$ cat src/rtl/pipeline_pkg.sv
// Shared pipeline definitions: default widths, the IF/ID entry layout and
// the NOP encoding used whenever the IF/ID boundary carries no instruction.
package pipeline_pkg;

  localparam int ADDR_W_DEF  = 32;
  localparam int INSTR_W_DEF = 32;

  // One IF/ID boundary entry: fetched word plus the address following it.
  typedef struct packed {
    logic [INSTR_W_DEF-1:0] instr;
    logic [ADDR_W_DEF-1:0]  pc_plus4;
  } if_id_entry_t;

  localparam logic [31:0] NOP = 32'h0000_0000;

endpackage

$ cat src/rtl/fetch_unit_if.sv
// Fetch-side bus: redirect/stall control in, instruction memory port and
// IF/ID head out. master = fetch unit, slave = memory/decode side.
interface fetch_unit_if
  import pipeline_pkg::*;
#(
  parameter int ADDR_W      = ADDR_W_DEF,
  parameter int INSTR_W     = INSTR_W_DEF,
  parameter int QUEUE_DEPTH = 4
);
  localparam int CW = $clog2(QUEUE_DEPTH) + 1;

  logic               branch_taken;
  logic [ADDR_W-1:0]  branch_target;
  logic               stall;
  logic [ADDR_W-1:0]  imem_addr;
  logic [INSTR_W-1:0] imem_data;
  logic               if_id_valid;
  logic [INSTR_W-1:0] if_id_instr;
  logic [ADDR_W-1:0]  if_id_pc_plus4;
  logic [CW-1:0]      queue_count;

  modport master (
    input  branch_taken, branch_target, stall, imem_data,
    output imem_addr, if_id_valid, if_id_instr, if_id_pc_plus4, queue_count
  );

  modport slave (
    output branch_taken, branch_target, stall, imem_data,
    input  imem_addr, if_id_valid, if_id_instr, if_id_pc_plus4, queue_count
  );

endinterface

$ cat src/rtl/fetch_queue.sv
// Synchronous FIFO between fetch and decode. Flush beats push and pop; the
// head reads as zero when empty. Callers never push when full or pop when
// empty.
module fetch_queue #(
  parameter  int ENTRY_W = 64,
  parameter  int DEPTH   = 4,
  localparam int PW      = $clog2(DEPTH),
  localparam int CW      = PW + 1
) (
  input  logic               clk,
  input  logic               reset,
  input  logic               push,
  input  logic               pop,
  input  logic               flush,
  input  logic [ENTRY_W-1:0] wr_data,
  output logic [ENTRY_W-1:0] head,
  output logic [CW-1:0]      count
);

  logic [ENTRY_W-1:0] mem [DEPTH];
  logic [PW-1:0]      wr_ptr;
  logic [PW-1:0]      rd_ptr;

  // Pointer and occupancy control; reset or flush empties the queue.
  always_ff @(posedge clk) begin
    if (reset || flush) begin
      wr_ptr <= '0;
      rd_ptr <= '0;
      count  <= '0;
    end else begin
      if (push) wr_ptr <= wr_ptr + PW'(1);
      if (pop)  rd_ptr <= rd_ptr + PW'(1);
      count <= count + CW'(push) - CW'(pop);
    end
  end

  // Entry storage; data is not reset, occupancy alone decides validity.
  always_ff @(posedge clk) begin
    if (push && !reset && !flush) mem[wr_ptr] <= wr_data;
  end

  assign head = (count != '0) ? mem[rd_ptr] : '0;

endmodule

$ cat src/rtl/fetch_unit.sv
// Instruction-fetch stage: PC register, next-PC mux, fetch queue control.
// Optional build macro FETCH_PERF_CNT_EN adds saturating stall/redirect
// counters as extra ports.
module fetch_unit
  import pipeline_pkg::*;
#(
  parameter int                ADDR_W      = ADDR_W_DEF,
  parameter int                INSTR_W     = INSTR_W_DEF,
  parameter logic [ADDR_W-1:0] RESET_PC    = '0,
  parameter int                QUEUE_DEPTH = 4
) (
  input  logic         clk,
  input  logic         reset,
  fetch_unit_if.master bus
`ifdef FETCH_PERF_CNT_EN
  ,
  output logic [31:0]  perf_stall_cycles,
  output logic [31:0]  perf_redirects
`endif
);

  localparam int CW      = $clog2(QUEUE_DEPTH) + 1;
  localparam int ENTRY_W = INSTR_W + ADDR_W;

  logic [ADDR_W-1:0]  pc_p0;
  logic [ADDR_W-1:0]  pc_plus4_p0;
  logic [ADDR_W-1:0]  redirect_pc;
  logic               full;
  logic               push;
  logic               pop;
  logic [CW-1:0]      count_p1;
  logic [ENTRY_W-1:0] head_p1;

  // p0: PC and fetch request. PC arithmetic wraps modulo 2^ADDR_W.
  assign pc_plus4_p0 = pc_p0 + ADDR_W'(4);
  assign redirect_pc = bus.branch_target & ~ADDR_W'(3);
  // Full blocks push even if decode pops the head this cycle.
  assign full        = (count_p1 >= CW'(QUEUE_DEPTH));
  assign push        = !bus.branch_taken && !full;
  assign pop         = bus.if_id_valid && !bus.stall && !bus.branch_taken;
  assign bus.imem_addr = pc_p0;

  // Next-PC mux: reset, then redirect, then sequential advance on push.
  always_ff @(posedge clk) begin
    if (reset)                 pc_p0 <= RESET_PC;
    else if (bus.branch_taken) pc_p0 <= redirect_pc;
    else if (push)             pc_p0 <= pc_plus4_p0;
  end

  fetch_queue #(
    .ENTRY_W (ENTRY_W),
    .DEPTH   (QUEUE_DEPTH)
  ) u_queue (
    .clk     (clk),
    .reset   (reset),
    .push    (push),
    .pop     (pop),
    .flush   (bus.branch_taken),
    .wr_data ({bus.imem_data, pc_plus4_p0}),
    .head    (head_p1),
    .count   (count_p1)
  );

  // p1: queue head presented at the IF/ID boundary.
  assign bus.if_id_valid    = (count_p1 != '0);
  assign bus.if_id_instr    = bus.if_id_valid ? head_p1[ENTRY_W-1:ADDR_W] : INSTR_W'(NOP);
  assign bus.if_id_pc_plus4 = bus.if_id_valid ? head_p1[ADDR_W-1:0] : '0;
  assign bus.queue_count    = count_p1;

`ifdef FETCH_PERF_CNT_EN
  // Saturating counters for stalled-valid cycles and redirect cycles.
  always_ff @(posedge clk) begin
    if (reset) begin
      perf_stall_cycles <= '0;
      perf_redirects    <= '0;
    end else begin
      if (bus.if_id_valid && bus.stall && (perf_stall_cycles != '1))
        perf_stall_cycles <= perf_stall_cycles + 32'd1;
      if (bus.branch_taken && (perf_redirects != '1))
        perf_redirects <= perf_redirects + 32'd1;
    end
  end
`endif

endmodule

$ cat src/flat_wrapper.sv
// flat-port wrapper written by rule: the top's interface ports become plain ports
module fetch_unit_flat import pipeline_pkg::*;
#(
  parameter int                ADDR_W      = ADDR_W_DEF,
  parameter int                INSTR_W     = INSTR_W_DEF,
  parameter logic [ADDR_W-1:0] RESET_PC    = '0,
  parameter int                QUEUE_DEPTH = 4
)
  (clk, reset, bus_branch_taken, bus_branch_target, bus_stall, bus_imem_data, bus_imem_addr, bus_if_id_valid, bus_if_id_instr, bus_if_id_pc_plus4, bus_queue_count);
  fetch_unit_if #(.ADDR_W(ADDR_W), .INSTR_W(INSTR_W), .QUEUE_DEPTH(QUEUE_DEPTH)) bus_i ();
  input  logic clk;
  input  logic reset;
  input wire logic [$bits(bus_i.branch_taken)-1:0] bus_branch_taken;
  input wire logic [$bits(bus_i.branch_target)-1:0] bus_branch_target;
  input wire logic [$bits(bus_i.stall)-1:0] bus_stall;
  input wire logic [$bits(bus_i.imem_data)-1:0] bus_imem_data;
  output wire logic [$bits(bus_i.imem_addr)-1:0] bus_imem_addr;
  output wire logic [$bits(bus_i.if_id_valid)-1:0] bus_if_id_valid;
  output wire logic [$bits(bus_i.if_id_instr)-1:0] bus_if_id_instr;
  output wire logic [$bits(bus_i.if_id_pc_plus4)-1:0] bus_if_id_pc_plus4;
  output wire logic [$bits(bus_i.queue_count)-1:0] bus_queue_count;
  assign bus_i.branch_taken = bus_branch_taken;
  assign bus_i.branch_target = bus_branch_target;
  assign bus_i.stall = bus_stall;
  assign bus_i.imem_data = bus_imem_data;
  assign bus_imem_addr = bus_i.imem_addr;
  assign bus_if_id_valid = bus_i.if_id_valid;
  assign bus_if_id_instr = bus_i.if_id_instr;
  assign bus_if_id_pc_plus4 = bus_i.if_id_pc_plus4;
  assign bus_queue_count = bus_i.queue_count;
  fetch_unit #(.ADDR_W(ADDR_W), .INSTR_W(INSTR_W), .RESET_PC(RESET_PC), .QUEUE_DEPTH(QUEUE_DEPTH)) u_core (.clk(clk), .reset(reset), .bus(bus_i));
endmodule
$ cat config.mk
export PLATFORM = sky130hd
export DESIGN_NAME = fetch_unit_flat
export DESIGN_NICKNAME = d
export VERILOG_FILES = /design/src/rtl/pipeline_pkg.sv /design/src/rtl/fetch_unit_if.sv /design/src/rtl/fetch_queue.sv /design/src/rtl/fetch_unit.sv /design/src/flat_wrapper.sv
export SDC_FILE = /design/constraint.sdc
export NUM_CORES = 1
export LEC_CHECK = 0
export BUFFER_PORTS_ARGS = -buffer_cell sky130_fd_sc_hd__buf_2
export CAP_MARGIN = 10
export CORE_AREA = 3 3 138 207
export DETAILED_ROUTE_END_ITERATION = 10
export DIE_AREA = 0 0 141 210
export GPL_TIMING_DRIVEN = 0
export HOLD_SLACK_MARGIN = 0.08
export PLACE_DENSITY_LB_ADDON = 0.12
export REMOVE_ABC_BUFFERS = 1
export SYNTH_ARGS = -nofsm -noshare
export SYNTH_HDL_FRONTEND = slang
export SYNTH_SLANG_ARGS = --single-unit
$ cat constraint.sdc
create_clock -name clk -period 4.1 [get_ports clk]
set_clock_uncertainty 0.05 [all_clocks]
set_input_delay 0.41 -clock clk [delete_from_list [all_inputs] [get_ports clk]]
set_output_delay 0.41 -clock clk [all_outputs]
set_load 0.1 [all_outputs]
==> flow_summary.yaml <==
synthesis:
  synthSimpleGateAreaFrac_pct: 10.2
  syn_area_um2: 12000
  synth_fa_ha_area_share_pct: 0.893
  muxShareOfSynthArea_pct: 11.8
  synth-xor-area-share_pct: 3.13
  synth_edf_count: 248
  synth_top_family_by_area: "multiplexers"
  synth_compound_area_share_pct: 3.14
  async_flop_share_pct: 0
  yosysSeqAreaShare_pct: 68.3
  ys_types: 48
  ys_ff_latch: 287
  synthFlopType: "edfxtp_1"
  avgSynthCellArea_um2: 16.2
  yosys_warnings: 0
  synthesis.instances: 745
setup_path:
  crit_path_max_fanout: 46
  endpoint_kind: "primary output"
  path_class: "flop to primary output"
  cp.arrival_ps: 2820
  cp_data_required_time_ps: 3640
  start_kind: "flop"
timing:
  worstMarginPinSlew_ps: 857
  hold_violations: 0
  min_period_over_period_pct: 80.1
  fmax_mhz: 305
  rsz0062_at_grt: "false"
  holdWs_ps: 110
  maxSlewViolCount: 0
  fin_ws_ps: 816
  relSlewSlack_pct: 42.9
  fin_crit_ps: 3280
  report.final.setup_viol: 0
cts:
  clockRootBuffer: "clkbuf_16"
  post_cts_resized: 0
  cts_hold_buf: 33
  clk_pin_slew_worst_paths_ps: 60
  cts_buffer_depth: 3
  clock_sinks: 287
  insertion_delay_ps: 520
  cts_max_level: 1
  cts_buffers: 26
  cts_tree: "built"
  cts_setup_buffers: 0
finish:
  final_layout_size_suffix_gt1_share_pct: 30.6
  seqCellArea_um2: 8240
  antenna_cells: 0
  final_nets: 1004
  multi_input_area_um2: 3540
  area_growth_pct: 21.3
  nFillCells: 2223
  finish.utilization_pct: 53.9
  final_cells: 1290
floorplanning:
  initial_core_util_pct: 44.4
  floorplan.die_area_um2: 29600
  row_count: 74
  chipHeight_um: 210
  die_x_um: 141
  coreArea_um2: 27100
  io_pins: 168
global_route:
  grt_overflow_total: 0
  antenna_found_initial: 0
  grt_pass1_vias: 7589
  grt_pass1_wl_mm: 41.5
  grt_usage_pct: 17.8
  grt_max_degree: 52
routing:
  drtAntennaViolNets: 0
  initialDrtViolationCount: 388
  firstDrtPassIters: 4
  drcViolationCount: 0
  wl_per_cell_um: 20.3
  routed-via-count: 6978
  drt_wl_total_mm: 26.1
  viasPerCell: 5.41
power_and_ir_drop:
  power_density_nw_per_um2: 473
  leakage_nw: 5.15
  finalPower_mw: 6.92
  peakVddDrop_uv: 385
placement:
  dpl.hpwl_mm: 16.7
  port_buffers: 161
  place_congestion: 0.844
  place_ws_ps: 1000
  dp_cells: 1208
outcome:
  outcome: "finished, final reports clean"
hold_path:
  hp-class: "input pin to flop"
run:
  maxCapViolations: 0
Yosys cell counts (10+ instances only):
cell | instances | area, um2
nand2_1 | 21 | 78.8
xor2_1 | 17 | 149
and2_1 | 69 | 432
nand3_1 | 11 | 55.1
mux4_2 | 62 | 1400
dfxtp_1 | 39 | 781
nor2_1 | 51 | 191
a211oi_1 | 12 | 90.1
nor3_1 | 14 | 70.1
buf_2 | 10 | 50.1
edfxtp_1 | 248 | 7450
clkbuf_1 | 32 | 120
a311oi_1 | 11 | 96.3
xnor2_1 | 26 | 228
nand4_1 | 10 | 62.6
inv_1 | 18 | 67.6
metrics by stage:
step / setup TNS, ps / area [um2]
6_report: 0 / 14600
5_1_grt: 0 / 14600
4_1_cts: 0 / 14600
3_5_place_dp: 0 / 13300
3_3_place_gp: -304010 / 13100
2_1_floorplan: -17360 / 11800
path summary, 6_finish.rpt:
check | cells after the start | start | slack (ps) | end
setup / recovery | 4 | u_core.u_queue.count[2] | 820 | bus_if_id_pc_plus4[20]
hold / removal | 3 | bus_branch_target[2] | 110 | u_core.bus.imem_addr[2]
setup reg to reg | 9 | u_core.u_queue.count[2] | 1030 | u_core.u_queue.count[2]
hold reg to reg | 2 | u_core.u_queue.rd_ptr[0] | 490 | u_core.u_queue.rd_ptr[0]
layer usage:
metal	global-route usage, %	vias up	share of wire [%]
met4	3.91	0	1.2
met3	3.20	25	5.7
met2	33.0	203	54
met1	21.5	3513	39
met5	0	-	0
li1	-	3237	-
flip-flops by register name, summed over array words and instances (netlist names), named ones only:
name / cells
u_core.u_queue.count: 3
u_core.u_queue.rd_ptr: 2
u_core.u_queue.mem: 248
u_core.u_queue.wr_ptr: 2
u_core.bus.imem_addr: 30
area by class of cell:
type	instances	share of cell area, %
timing repair buffer	204	9.45
sequential	287	56.4
tap	342	2.93
multi-input combinational	391	24.2
clock inverter	13	1.68
clock buffer	35	4.90
inverter	18	0.462
critical path: stages, from the launching register on:
cell     delay, ps
dfxtp_1        830
or3_2          530
buf_12         270
and2_1         200
buf_2          450
layout by cell type (no fill, tap or decap), types with 10 or more instances in the layout:
cell,synthesis,final
nand2_1,21,21
dfxtp_1,39,37
buf_2,10,162
nor2_1,51,51
nor3_1,14,13
xnor2_1,26,26
edfxtp_1,248,248
mux4_2,62,62
dlygate4sd3_1,0,33
xor2_1,17,17
nand3_1,11,11
a211oi_1,12,12
nand4_1,10,10
clkbuf_16,0,27
a311oi_1,11,11
inv_1,18,17
and2_1,69,65
kinds of logic after synthesis:
| group | count (synthesis) |
|---|---|
| muxes | 64 |
| DFF | 287 |
| AOI/OAI and AO/OA | 50 |
| and+or+nand+nor | 222 |
| other | 1 |
| xor gates and xnor gates | 43 |
| adders and majority gates | 8 |
| buffers and inverters | 70 |
power by group:
| part | switching, mW | internal [mW] |
|---|---|---|
| sequential | 0.0653 | 3.26 |
| combinational | 0.715 | 0.206 |
| clock | 1.00 | 1.67 |
| total | 1.78 | 5.13 |
Power figures use the tool's default switching activity.
